File: src/rtl/cpu_pkg.sv
// Shared CPU-side types and helpers used by the hex_info_writer debug overlay.
package cpu_pkg;

    typedef enum logic [2:0] {
        HW_IDLE,
        HW_LOAD,
        HW_SCAN,
        HW_WRITE,
        HW_DONE
    } hex_writer_state_e;

    localparam logic [7:0] HEX_PREFIX_CHAR = 8'h24;

    function automatic logic [7:0] to_hexchar(input logic [3:0] nib);
        if (nib < 4'd10) begin
            return 8'h30 + {4'h0, nib};
        end
        return 8'h37 + {4'h0, nib};
    endfunction

endpackage

File: src/rtl/hex_nibble_sel.sv
// Picks the (ch, nib) nibble out of the snapshot and shadow vectors and
// reports whether the two are equal.
module hex_nibble_sel #(
    parameter int NUM_CH = 4,
    parameter int DATA_W = 16,
    parameter int CH_W   = 2,
    parameter int NIB_W  = 2
) (
    input  logic [NUM_CH*DATA_W-1:0] snapshot,
    input  logic [NUM_CH*DATA_W-1:0] shadow,
    input  logic [CH_W-1:0]          ch,
    input  logic [NIB_W-1:0]         nib,
    output logic [3:0]               snap_nib,
    output logic                     nib_eq
);

    localparam int NIB = DATA_W / 4;

    logic [3:0] shad_nib;

    // One-hot style mux over every channel/nibble slot.
    always_comb begin
        snap_nib = '0;
        shad_nib = '0;
        for (int k = 0; k < NUM_CH; k++) begin
            for (int n = 0; n < NIB; n++) begin
                if (ch == CH_W'(k) && nib == NIB_W'(n)) begin
                    snap_nib = snapshot[k*DATA_W + n*4 +: 4];
                    shad_nib = shadow[k*DATA_W + n*4 +: 4];
                end
            end
        end
    end

    assign nib_eq = (snap_nib == shad_nib);

endmodule

File: src/rtl/hex_info_writer.sv
// Debug-overlay hex dumper: snapshots NUM_CH channel registers and writes
// their uppercase hex characters into VRAM over a ready/valid port.
// Diff mode writes only nibbles that changed since the last completed dump.
// Optional build macro HEX_INFO_PREFIX_EN adds a '$' before each channel.
//
// state    | meaning
// HW_IDLE  | waiting for start; latches diff_mode
// HW_LOAD  | snapshot ch_data, reset the character index
// HW_SCAN  | evaluate current character: skip it or stage a write
// HW_WRITE | hold the staged write until vram_ready
// HW_DONE  | pulse done, copy snapshot into shadow
module hex_info_writer
    import cpu_pkg::*;
#(
    parameter int         NUM_CH    = 4,
    parameter int         DATA_W    = 16,
    parameter int         VRAM_AW   = 10,
    parameter logic [3:0] ATTR_NORM = 4'hF,
    parameter logic [3:0] ATTR_HI   = 4'hC
) (
    input  logic                      clk,
    input  logic                      rst_n,
    input  logic                      start,
    input  logic                      diff_mode,
    input  logic                      invalidate,
    input  logic [NUM_CH*DATA_W-1:0]  ch_data,
    input  logic [NUM_CH*VRAM_AW-1:0] ch_pos,
    output logic                      vram_we,
    output logic [VRAM_AW-1:0]        vram_addr,
    output logic [7:0]                vram_din,
    output logic [3:0]                vram_din_t,
    input  logic                      vram_ready,
    output logic                      busy,
    output logic                      done
);

`ifdef HEX_INFO_PREFIX_EN
    localparam bit PFX_EN = 1'b1;
`else
    localparam bit PFX_EN = 1'b0;
`endif

    localparam int NIB   = DATA_W / 4;
    localparam int CH_W  = (NUM_CH > 1) ? $clog2(NUM_CH) : 1;
    localparam int NIB_W = (NIB > 1) ? $clog2(NIB) : 1;

    localparam logic [CH_W-1:0]    CH_LAST = CH_W'(NUM_CH - 1);
    localparam logic [NIB_W-1:0]   NIB_TOP = NIB_W'(NIB - 1);
    localparam logic [VRAM_AW-1:0] HEX_OFS = VRAM_AW'(PFX_EN);

    hex_writer_state_e state, state_nxt;

    logic                      diff_q;
    logic                      shadow_valid;
    logic [NUM_CH*DATA_W-1:0]  snapshot;
    logic [NUM_CH*DATA_W-1:0]  shadow;
    logic [CH_W-1:0]           ch;
    logic [NIB_W-1:0]          nib;
    logic                      pfx_mode;
    logic                      pfx_pend;
    logic                      pfx_cur;

    logic [3:0]                snap_nib;
    logic                      nib_eq;
    logic [VRAM_AW-1:0]        pos_sel;
    logic [VRAM_AW-1:0]        hex_addr;
    logic                      hi_mode;
    logic                      last_char;
    logic                      skip;
    logic [CH_W-1:0]           ch_adv;
    logic [NIB_W-1:0]          nib_adv;

    hex_nibble_sel #(
        .NUM_CH (NUM_CH),
        .DATA_W (DATA_W),
        .CH_W   (CH_W),
        .NIB_W  (NIB_W)
    ) u_sel (
        .snapshot (snapshot),
        .shadow   (shadow),
        .ch       (ch),
        .nib      (nib),
        .snap_nib (snap_nib),
        .nib_eq   (nib_eq)
    );

    // Start address of the channel currently being scanned.
    always_comb begin
        pos_sel = '0;
        for (int k = 0; k < NUM_CH; k++) begin
            if (ch == CH_W'(k)) begin
                pos_sel = ch_pos[k*VRAM_AW +: VRAM_AW];
            end
        end
    end

    // Highlighting only applies when there is a valid previous dump to diff against.
    assign hi_mode   = diff_q & shadow_valid;
    assign last_char = (ch == CH_LAST) && (nib == '0);
    assign skip      = hi_mode && nib_eq && !pfx_pend;
    assign ch_adv    = (nib == '0) ? ch + CH_W'(1) : ch;
    assign nib_adv   = (nib == '0) ? NIB_TOP : nib - NIB_W'(1);
    // MS nibble goes to the lowest address; wraps modulo 2^VRAM_AW.
    assign hex_addr  = pos_sel + HEX_OFS + VRAM_AW'(NIB - 1) - VRAM_AW'(nib);

    // State register.
    always_ff @(posedge clk or negedge rst_n) begin
        if (!rst_n) begin
            state <= HW_IDLE;
        end else begin
            state <= state_nxt;
        end
    end

    // Next-state and state-decoded outputs.
    always_comb begin
        state_nxt = state;
        busy      = (state != HW_IDLE);
        done      = (state == HW_DONE);
        vram_we   = (state == HW_WRITE);
        case (state)
            HW_IDLE: begin
                if (start) begin
                    state_nxt = HW_LOAD;
                end
            end
            HW_LOAD: begin
                state_nxt = HW_SCAN;
            end
            HW_SCAN: begin
                if (skip) begin
                    state_nxt = last_char ? HW_DONE : HW_SCAN;
                end else begin
                    state_nxt = HW_WRITE;
                end
            end
            HW_WRITE: begin
                if (vram_ready) begin
                    state_nxt = (!pfx_cur && last_char) ? HW_DONE : HW_SCAN;
                end
            end
            HW_DONE: begin
                state_nxt = HW_IDLE;
            end
            default: begin
                state_nxt = HW_IDLE;
            end
        endcase
    end

    // Datapath: snapshot/shadow, character index and the staged write.
    always_ff @(posedge clk or negedge rst_n) begin
        if (!rst_n) begin
            diff_q       <= 1'b0;
            shadow_valid <= 1'b0;
            snapshot     <= '0;
            shadow       <= '0;
            ch           <= '0;
            nib          <= '0;
            pfx_mode     <= 1'b0;
            pfx_pend     <= 1'b0;
            pfx_cur      <= 1'b0;
            vram_addr    <= '0;
            vram_din     <= '0;
            vram_din_t   <= '0;
        end else begin
            // invalidate wins over the end-of-dump set.
            if (invalidate) begin
                shadow_valid <= 1'b0;
            end else if (state == HW_DONE) begin
                shadow_valid <= 1'b1;
            end

            case (state)
                HW_IDLE: begin
                    if (start) begin
                        diff_q <= diff_mode;
                    end
                end
                HW_LOAD: begin
                    snapshot <= ch_data;
                    ch       <= '0;
                    nib      <= NIB_TOP;
                    pfx_mode <= PFX_EN && !hi_mode;
                    pfx_pend <= PFX_EN && !hi_mode;
                end
                HW_SCAN: begin
                    if (pfx_pend) begin
                        vram_addr  <= pos_sel;
                        vram_din   <= HEX_PREFIX_CHAR;
                        vram_din_t <= ATTR_NORM;
                        pfx_cur    <= 1'b1;
                    end else if (skip) begin
                        if (!last_char) begin
                            ch  <= ch_adv;
                            nib <= nib_adv;
                            if (nib == '0) begin
                                pfx_pend <= pfx_mode;
                            end
                        end
                    end else begin
                        vram_addr  <= hex_addr;
                        vram_din   <= to_hexchar(snap_nib);
                        vram_din_t <= hi_mode ? ATTR_HI : ATTR_NORM;
                        pfx_cur    <= 1'b0;
                    end
                end
                HW_WRITE: begin
                    if (vram_ready) begin
                        if (pfx_cur) begin
                            pfx_pend <= 1'b0;
                        end else if (!last_char) begin
                            ch  <= ch_adv;
                            nib <= nib_adv;
                            if (nib == '0) begin
                                pfx_pend <= pfx_mode;
                            end
                        end
                    end
                end
                HW_DONE: begin
                    shadow <= snapshot;
                end
                default: begin
                end
            endcase
        end
    end

endmodule

File: config.mk
export PLATFORM = sky130hd
export DESIGN_NAME = hex_info_writer
export DESIGN_NICKNAME = d
export VERILOG_FILES = /design/src/rtl/cpu_pkg.sv /design/src/rtl/hex_nibble_sel.sv /design/src/rtl/hex_info_writer.sv
export SDC_FILE = /design/constraint.sdc
export NUM_CORES = 1
export LEC_CHECK = 0
export CAP_MARGIN = 40
export CORE_UTILIZATION = 29
export DETAILED_ROUTE_END_ITERATION = 8
export PLACE_DENSITY_LB_ADDON = 0.2
export SLEW_MARGIN = 40
export SYNTH_ARGS = -nofsm -noshare
export SYNTH_HDL_FRONTEND = slang
export SYNTH_SLANG_ARGS = --single-unit
File: constraint.sdc
create_clock -name clk -period 6 [get_ports clk]
set_clock_uncertainty 0.05 [all_clocks]
set_input_delay 0.6 -clock clk [delete_from_list [all_inputs] [get_ports clk]]
set_output_delay 0.6 -clock clk [all_outputs]
set_load 0.02 [all_outputs]
==> flow_summary.yaml <==
die:
  num_io_pins: 135
  initial_core_util: 0.297
  fp.coreArea_um2: 28100
  die_x_um: 172
  design.die.area_um2: 29500
  die_h_um: 172
  num_rows: 61
placed_design:
  detailedPlace.worstSlack_ns: 1.43
  gp_congestion: 0.830
  placed_area_um2: 9990
  hpwl_um: 17500
  portBuffers: 133
worst_hold_path:
  min_path_type: "input port to asynchronous set/reset pin"
global_route:
  antenna_found_initial: 0
  grt_pass1_vias: 6310
  grt_pass1_wl_um: 37100
  grt_usage: 0.169
  grt_max_degree: 64
  overflow: 0
timing:
  setup_tns_ns: 0
  max_freq_mhz: 218
  finalSetupViolations: 0
  rsz0062_at_grt: "false"
  whs_ns: 0.0325
  max_slew_margin: 0.465
  tightest_slew_ns: 0.803
  period_share: 0.764
  post-route-min-period_ns: 4.59
  hold_violations: 0
  setup_ws_ns: 1.41
  maxSlewViolCount: 0
clock_tree:
  clock_latency_ns: 0.43
  clockBufferDepth: 2
  htreeDepth: 4
  clkTransAtPathRegs_ns: 0.06
  cts_buffers: 17
  post-cts-setup-buffer-count: 0
  root_buffer: "clkbuf_16"
  cts-resized-gates: 0
  cts.sinks: 156
  ctsHoldBuffers: 0
  cts_tree: "done"
synth:
  synth_nets: 876
  synth_ff_type: "dfrtp_1"
  seq_area_frac_synth: 0.467
  synth_enable_flop_cells: 0
  ys_ff_latch: 156
  async_flop_share: 1.00
  synth_area_leader_cell: "dfrtp_1"
  synth_top_area_share: 0.467
  yosys_warnings: 0
  synth_area_um2: 8350
  synth.area.top_cells: "dfrtp_1 (47%), mux2_2 (17%), ha_1 (3.0%)"
  netlist_instances: 745
  avgSynthCellArea_um2: 11.2
  ys_types: 70
  synth_commonest_cells: "dfrtp_1 (156), mux2_2 (126), o21ai_0 (48), nand2_1 (42), nor2_1 (31)"
  yosysMostFrequentCell: "dfrtp_1"
route:
  first_iter_violations: 410
  dr.pass1.iters: 5
  num_vias: 6388
  vias_per_cell: 5.13
  wl_um: 24000
  avgRoutedWirePerCell_um: 19.3
  drc: 0
  ant_nets: 0
worst_setup_path:
  end_kind: "flop"
  r2r.worst_path.cells: 12
  regToRegSetupSlack_ns: 1.41
  critPathLaunch: "nib[0]"
  critPathKind: "flop to flop"
  reg2reg_to: "vram_addr[5]"
  crit_arrival_ns: 4.84
  timing.rr.start: "nib[0]"
  required_ns: 6.26
  crit_fanout: 20
  critPathLaunchType: "flop"
finish:
  area_growth_pct: 27.2
  final_area_um2: 10600
  drive_above_1_share: 0.225
  num_antenna_cells: 0
  fin_util: 0.378
  nets: 986
  fillers: 2832
power_and_ir_drop:
  ir_drop_mv: 0.183
  powerDensity_nw_per_um2: 516
  p_leak_nw: 4.51
run_status:
  status: "finished, final reports clean"
run:
  drv_cap: 0
==> registers in the layout, indices dropped and copies added, names as in the netlist <==
name,flops
nib,2
snapshot,64
vram_din,7
vram_din_t,2
shadow,64
diff_q,1
state,3
ch,2
vram_addr,10
shadow_valid,1
==> per-stage QoR <==
step	total power, mW	std cells
final	5.48	1246
after global routing	5.89	1246
after CTS	5.53	1246
after detailed placement	4.36	1214
after global placement	4.35	1214
after floorplan	3.52	745
==> report_power, final <==
group / total [mW] / switching, mW / internal (mW)
logic: 2.66 / 1.43 / 1.23
clock network: 1.14 / 0.467 / 0.675
registers: 1.68 / 0.322 / 1.36
total: 5.48 / 2.22 / 3.26
==> final cells by class <==
| class | instances | area (um2) | area share |
|---|---|---|---|
| Inverter | 29 | 109 | 0.0102 |
| Tap cell | 378 | 473 | 0.0445 |
| Clock buffer | 18 | 439 | 0.0414 |
| Multi-Input combinational cell | 504 | 4070 | 0.383 |
| Clock inverter | 14 | 185 | 0.0174 |
| Sequential cell | 156 | 3900 | 0.368 |
| Timing Repair Buffer | 147 | 1440 | 0.136 |
==> how the worst max path moves through the flow <==
stage	to	slack (ns)	depth (start not counted)
4_1_cts	vram_addr[5]	1.40	12
6_report	vram_addr[5]	1.41	12
3_5_place_dp	vram_addr[7]	1.43	12
5_1_grt	vram_addr[4]	1.16	12
2_1_floorplan	vram_addr[9]	1.87	23
3_3_place_gp	vram_addr[8]	1.48	12
==> cells by family after synthesis <==
| family | after synthesis | synth area share |
|---|---|---|
| AO/OA/AOI/OAI | 191 | 0.162 |
| flip-flops | 156 | 0.467 |
| multiplexers | 144 | 0.198 |
| AND/OR/NAND/NOR | 133 | 0.0784 |
| buffers and inverters | 85 | 0.0469 |
| adder cells (fa/ha/maj) | 21 | 0.0324 |
| XOR/XNOR | 14 | 0.0147 |
| other | 1 | 0.000449 |
==> layout by cell type, fill, tap and decap left out, types with 4 or more instances in the layout <==
cell and instances:
a32oi_1 4, clkdlybuf4s50_1 132, a21oi_1 29, ha_1 20, mux2_2 126, nand2_1 42, a22o_1 4, a21o_1 5
a21boi_0 5, a22oi_1 9, inv_1 28, xnor2_1 11, clkinv_4 4, mux2_1 5, mux2_4 10, nor2b_1 17
nor3_1 4, dfrtp_1 156, o21ai_0 48, a221oi_1 15, nand2b_1 10, a2bb2oi_1 4, a211oi_1 4, nor2_1 31
nand3_1 9, o31ai_1 10, clkbuf_16 17, a221o_1 17, buf_4 13, o22ai_1 6
==> layer usage <==
metal  global-route usage  vias up  wire, um  share of wire
li1                     -     2953         -              -
met1                0.229     3179     11000           0.46
met2                0.263      226     10800           0.45
met3               0.0359       30      1670          0.070
met4               0.0606        0       511          0.021
met5                    0        -         0              0
==> worst max-delay path, stage by stage, from the launching register on <==
cell and delay (ns):
dfrtp_1 0.42, inv_1 0.12, ha_1 0.57, inv_1 0.45
o311a_1 0.47, a32oi_1 0.30, o21ai_0 0.21, a41oi_2 0.35
xnor2_1 0.19, nand3_1 0.12, or3_4 0.36, nand3_2 0.47
mux2_1 0.37
(Power assumes the default switching activity.)
